<file path="src/rtl/mem_arbiter.sv">
// Arbitrates one shared memory port between instruction fetch and load/store,
// with one transaction outstanding and bounded LSU starvation of fetches.
module mem_arbiter #(
  parameter int XLEN          = 32,
  parameter int MAX_LSU_BURST = 4
) (
  input  logic              clk,
  input  logic              rst_b,
  input  logic              ifu_req,
  input  logic [XLEN-1:0]   ifu_addr,
  output logic              ifu_ready,
  output logic              ifu_rvalid,
  output logic [XLEN-1:0]   ifu_rdata,
  input  logic              lsu_req,
  input  logic              lsu_write,
  input  logic [XLEN-1:0]   lsu_addr,
  input  logic [XLEN-1:0]   lsu_wdata,
  input  logic [XLEN/8-1:0] lsu_wstrb,
  output logic              lsu_ready,
  output logic              lsu_rvalid,
  output logic [XLEN-1:0]   lsu_rdata,
  output logic              bus_req,
  output logic              bus_write,
  output logic [XLEN-1:0]   bus_addr,
  output logic [XLEN-1:0]   bus_wdata,
  output logic [XLEN/8-1:0] bus_wstrb,
  input  logic              bus_ready,
  input  logic              bus_rvalid,
  input  logic [XLEN-1:0]   bus_rdata
);

  typedef enum logic [1:0] {IDLE, REQ, RESP} state_t;

  localparam logic [2:0] STREAK_LIMIT = 3'(MAX_LSU_BURST);

  state_t              state_reg;
  logic                owner_lsu_reg;
  logic                write_reg;
  logic [XLEN-1:0]     addr_reg;
  logic [XLEN-1:0]     wdata_reg;
  logic [XLEN/8-1:0]   wstrb_reg;
  logic [2:0]          lsu_streak_reg;

  logic grant_lsu;
  logic grant_ifu;
  logic idle_active;
  logic resp_hit;

  // LSU wins unless a waiting fetch has already been passed over MAX_LSU_BURST times.
  always_comb begin
    grant_lsu   = lsu_req && !(ifu_req && (lsu_streak_reg == STREAK_LIMIT));
    grant_ifu   = ifu_req && !grant_lsu;
    idle_active = (state_reg == IDLE) && !rst_b;
    resp_hit    = (state_reg == RESP) && bus_rvalid && !rst_b;
  end

  always_ff @(posedge clk) begin
    if (rst_b) begin
      state_reg      <= IDLE;
      owner_lsu_reg  <= 1'b0;
      write_reg      <= 1'b0;
      addr_reg       <= '0;
      wdata_reg      <= '0;
      wstrb_reg      <= '0;
      lsu_streak_reg <= 3'd0;
    end else begin
      case (state_reg)
        IDLE: begin
          if (grant_lsu) begin
            owner_lsu_reg <= 1'b1;
            write_reg     <= lsu_write;
            addr_reg      <= lsu_addr;
            wdata_reg     <= lsu_wdata;
            wstrb_reg     <= lsu_wstrb;
            state_reg     <= REQ;
            if (ifu_req && (lsu_streak_reg != 3'd7))
              lsu_streak_reg <= lsu_streak_reg + 3'd1;
          end else if (grant_ifu) begin
            // Fetches are reads: write data and strobes are driven as zero.
            owner_lsu_reg  <= 1'b0;
            write_reg      <= 1'b0;
            addr_reg       <= ifu_addr;
            wdata_reg      <= '0;
            wstrb_reg      <= '0;
            lsu_streak_reg <= 3'd0;
            state_reg      <= REQ;
          end
        end
        REQ: begin
          if (bus_ready)
            state_reg <= RESP;
        end
        RESP: begin
          if (bus_rvalid)
            state_reg <= IDLE;
        end
        default: state_reg <= IDLE;
      endcase
    end
  end

  always_comb begin
    ifu_ready  = idle_active && grant_ifu;
    lsu_ready  = idle_active && grant_lsu;
    ifu_rvalid = resp_hit && !owner_lsu_reg;
    lsu_rvalid = resp_hit && owner_lsu_reg;
    ifu_rdata  = ifu_rvalid ? bus_rdata : '0;
    lsu_rdata  = (lsu_rvalid && !write_reg) ? bus_rdata : '0;
    bus_req    = (state_reg == REQ) && !rst_b;
    bus_write  = write_reg && !rst_b;
    bus_addr   = rst_b ? '0 : addr_reg;
    bus_wdata  = rst_b ? '0 : wdata_reg;
    bus_wstrb  = rst_b ? '0 : wstrb_reg;
  end

endmodule
</file>
<file path="config.mk">
export PLATFORM = sky130hd
export DESIGN_NAME = mem_arbiter
export DESIGN_NICKNAME = d
export VERILOG_FILES = /design/src/rtl/mem_arbiter.sv
export SDC_FILE = /design/constraint.sdc
export NUM_CORES = 1
export LEC_CHECK = 0
export CAP_MARGIN = 40
export CORE_MARGIN = 3
export CORE_UTILIZATION = 40
export CTS_CLUSTER_SIZE = 14
export DETAILED_ROUTE_END_ITERATION = 12
export PLACE_DENSITY = 0.91
export SYNTH_ARGS = -nofsm -noshare
export SYNTH_HDL_FRONTEND = slang
export SYNTH_SLANG_ARGS = --single-unit
</file>
<file path="constraint.sdc">
create_clock -name clk -period 4.3 [get_ports clk]
set_input_delay 0.43 -clock clk [delete_from_list [all_inputs] [get_ports clk]]
set_output_delay 0.43 -clock clk [all_outputs]
set_load 0.01 [all_outputs]
</file>
After elaboration in Yosys (flattened, before gate mapping)

Index checks and enable logic that the tools add are counted.

Add/subtract/negate cells: 1
Reduce and logical (&&, ||, !) cells: 24
Eq/ne operators: 8
Muxes and demuxes: 22

Operators by type and width:

| kind                  | number |
|---|---|
| $mux W32              | 8 |
| $logic_and A1 B1 Y1   | 14 |
| $mux W4               | 3 |
| $mux W3               | 3 |
| $mux W2               | 4 |
| $ne A3 B3 Y1 const B  | 2 |
| $pmux W2 S3           | 1 |
| $reduce_and A3 Y1     | 2 |
| $logic_not A1 Y1      | 5 |
| $ne A2 B2 Y1 const B  | 2 |
| $add A3 B1 Y3 const B | 1 |
| $eq A3 B3 Y1 const B  | 1 |
| $mux W1               | 3 |
| $eq A2 B1 Y1 const B  | 1 |
| $eq A2 B2 Y1 const B  | 1 |
| $logic_not A2 Y1      | 1 |
| $ne A2 B1 Y1 const B  | 1 |
| $reduce_and A2 Y1     | 1 |
| $reduce_bool A2 Y1    | 1 |

Bits of input ports: 139
Flip-flop bits (word level): 75
Output and inout bits: 138
Word-level logic and storage cells: 62

Depth between registers and ports, before layout

Depth in word-level cells: 9
Gate-level depth with buffers: 6

Worst setup path after synthesis

OpenSTA, ideal clock, no wires.

Path kind: input port to output port
From: input rst_b
To: output ifu_rdata[22]
Path buffers: 2
Cell stages on the path: 5
Arrival time: 1.619 ns
Data required time: 3.870 ns
Setup slack: 2.251 ns
Path through: clkbuf_1 > or3b_4 > nor3b_4 > buf_2 > and2_1

Longest elaborated chain between the ends: 4

Ends and longest elaborated chain:

| element             | RTL line | text |
|---|---|---|
| start: declaration  | 8        | `input logic rst_b,` |
| $logic_not A1 Y1    | 54       | `resp_hit = (state_reg == RESP) && bus_rvalid && !rst_b;` |
| $logic_and A1 B1 Y1 | 54       |  |
| $logic_and A1 B1 Y1 | 105      | `ifu_rvalid = resp_hit && !owner_lsu_reg;` |
| net ifu_rvalid      | 12       | `output logic ifu_rvalid,` |
| $mux W32            | 107      | `ifu_rdata = ifu_rvalid ? bus_rdata : '0;` |
| end: declaration    | 13       | `output logic [XLEN-1:0] ifu_rdata,` |

The timed path passes the listed nets, and every way through them passes these cells.

Final worst setup path

From: input bus_rvalid
To: output lsu_rdata[4]

Longest elaborated chain between the ends: 5

Ends and longest elaborated chain:

| element                          | RTL line | text |
|---|---|---|
| start: declaration               | 28       | `input logic bus_rvalid,` |
| $logic_and A1 B1 Y1 (2 in a row) | 54       |  |
| $logic_and A1 B1 Y1              | 106      | `lsu_rvalid = resp_hit && owner_lsu_reg;` |
| $logic_and A1 B1 Y1              | 108      | `lsu_rdata = (lsu_rvalid && !write_reg) ? bus_rdata : '0;` |
| $mux W32                         | 108      |  |
| end: declaration                 | 21       | `output logic [XLEN-1:0] lsu_rdata,` |

Every way passes these cells.

==> run metrics <==
status=complete, no violations; sequential power share=42.8%; Area Growth Syn to Fin=68.9%; Hold Path Class=register to register; Setup TNS=0 ns; # rows=37; crit path launch type=input pin; Final Hold Fails=0; nets=926; gr ovfl total=0; slew of the pin with the lowest slew margin=0.939 ns; crit end category=output pin; initial antenna violation count=0; clk slew on worst S/H paths=0.08 ns; clk buf depth=2; sequential element share of the synthesized area=35.3%; Inserted Clock Buffers=9; core area=10300 sq um; Setup Skew=0.00862 ns; area of the die=11900 sq um; CP Max Fanout=32; Int Power=1.31 mW; Die Y=109 um; Initial Utilization=41.2%; fraction of layout cells with a size suffix above 1=4.44%; hold path startpoint=wdata_reg[11]; All-Layer GR Usage=26.4%; number of cells on the worst reg-to-reg path=6; Post-CTS Hold Fix Bufs=0; Slew headroom=37.3%; port buffer count=276; final setup fails=0; HPWL Detailed=12.2 mm; Ports=277; Post-CTS Setup Inserts=0; WS Path Type=input pin to output pin; antenna cells=0; Yosys top cell by area=dfxtp_1; H-tree levels=3; antenna-violating nets left=0; Pre-Repair DR Iteration Count=8; DRC viols=0; clock latency at the later pin of the worst-skew pair=0.35 ns; Final Max Slew Viols=0; Setup crit start=bus_rvalid; initial DRC count=398; Sink Count=75; Yosys top cell area share=35.3%; Reg2Reg Launch Point=lsu_streak_reg[0]; post-route insts no fill=924; Syn. warnings=0; Clock Power Share=28.9%; CTS resizes=0; FF-to-FF End=addr_reg[21]; vias in the first global route=4817; max cap viols=0; TritonCTS clock tree=done; Unique masters post-synth=32; Req. time, crit path=3.87 ns; combinational share of power=28.3%; mapped cell area=4250 sq um; Post-Route WL=16.8 mm; pin count of the biggest net entering global routing=91; period utilization=77.2%; Psw=557 uW; Worst VDD drop=152 uV; Area contributors post-synth=dfxtp_1, nor2b_1, and2_1, a21oi_1, o21ai_0; crit path to=lsu_rdata[4]; RSZ-0062 raised after global routing=false; syn_area_per_cell=7.65 sq um; routability cong.=0.820; Arr. time, crit path=2.89 ns; clock period minus worst slack=3.32 ns; placed instance count=909; R2R setup slack=2.13 ns; global-route wire length before repair=24.8 mm; chip width=109 um; Sw Ratio=29.9%; clock root buffer=clkbuf_8; drt via density=5.60; vias=5173; Synthesized Nets=698; Cells after Synth=556; Leakage=2.52 nW; WL/cell=18.2 um; Yosys reg bits=75; pwr dens=260 nW/um^2; FMAX=301 MHz
## Yosys cell counts
cell,n
ha_1,3
or3b_4,1
nor2_1,6
a311oi_1,32
and2_1,64
buf_1,3
a211oi_1,1
nor3b_1,1
dfxtp_1,75
a31oi_1,1
or3b_1,1
a21oi_1,71
nor3_4,1
a21o_1,1
nand4_1,37
nand3_1,34
o32ai_1,2
or2_2,3
nand2b_1,3
o22ai_1,1
nand3b_1,1
nor3b_4,1
inv_1,5
clkbuf_2,4
nand2_1,3
o21ai_0,70
clkbuf_1,50
and3_1,1
nor2b_1,69
or4b_4,1
buf_2,9
nor3_1,1
## layer usage
metal  GRT usage, %  part of all wire [%]  vias up
met4           14.4                   4.7        0
met5              0                     0        -
met1           29.0                    36     2380
li1               -                     -     2444
met2           47.3                    51      287
met3           5.45                   8.5       62
## cell usage in the layout (no fill, tap or decap), types with 5 or more instances in the layout
cell	instances
buf_4	7
inv_1	5
a21oi_1	71
o21ai_0	70
nor2b_1	69
clkdlybuf4s50_1	274
a311oi_1	32
and2_1	64
clkbuf_8	9
nand3_1	33
dfxtp_1	75
nand4_1	37
## worst min-delay path by stage
stage,end,depth (start not counted),slack (ns)
after floorplan,wdata_reg[0],2,0.44
after global placement,wdata_reg[16],2,0.45
after detailed placement,wdata_reg[16],2,0.46
after CTS,wdata_reg[16],2,0.47
after global routing,wdata_reg[15],2,0.49
final,wdata_reg[11],2,0.47
## power groups by stage
stage,Clock (mW),Sequential (mW),Combinational [mW]
after floorplan,0,0.801,0.263
after global placement,0,0.810,0.512
after detailed placement,0,0.813,0.524
after CTS,0.549,0.798,0.526
after global routing,0.577,0.806,0.569
final,0.540,0.799,0.527
## worst max-delay path: stages
cell             delay [ns]
clkdlybuf4s50_1        0.50
or3b_4                 0.43
nor3_4                 0.68
and2_1                 0.25
clkdlybuf4s50_1        0.60
## per-stage QoR
step                hold WS (ns)  setup WS, ns  utilization (%)  power [mW]  area, sq um
finish                     0.472         0.980             69.6        1.87         7180
global route               0.494         0.838             69.6        1.95         7180
CTS                        0.473         0.954             69.6        1.87         7180
detailed placement         0.463         0.957             67.7        1.34         6990
global placement           0.454          1.02             67.6        1.32         6980
floorplan                  0.445          2.25                -        1.06         4250
## cells by family after synthesis
family / synth area share [%]
AOI/OAI and AO/OA: 24.2
adders and majority gates: 0.883
buffers and inverters: 6.65
DFF: 35.3
and+or+nand+nor: 32.9
## final cells by class
type / instances / area [sq um]
Tap cell: 136 / 170
Multi-Input combinational cell: 410 / 2490
Fill cell: 827 / 3140
Sequential cell: 75 / 1500
Inverter: 5 / 18.8
Clock buffer: 9 / 124
Timing Repair Buffer: 283 / 2820
Clock inverter: 6 / 66.3
No activity file was read; power rests on OpenSTA's default activity.
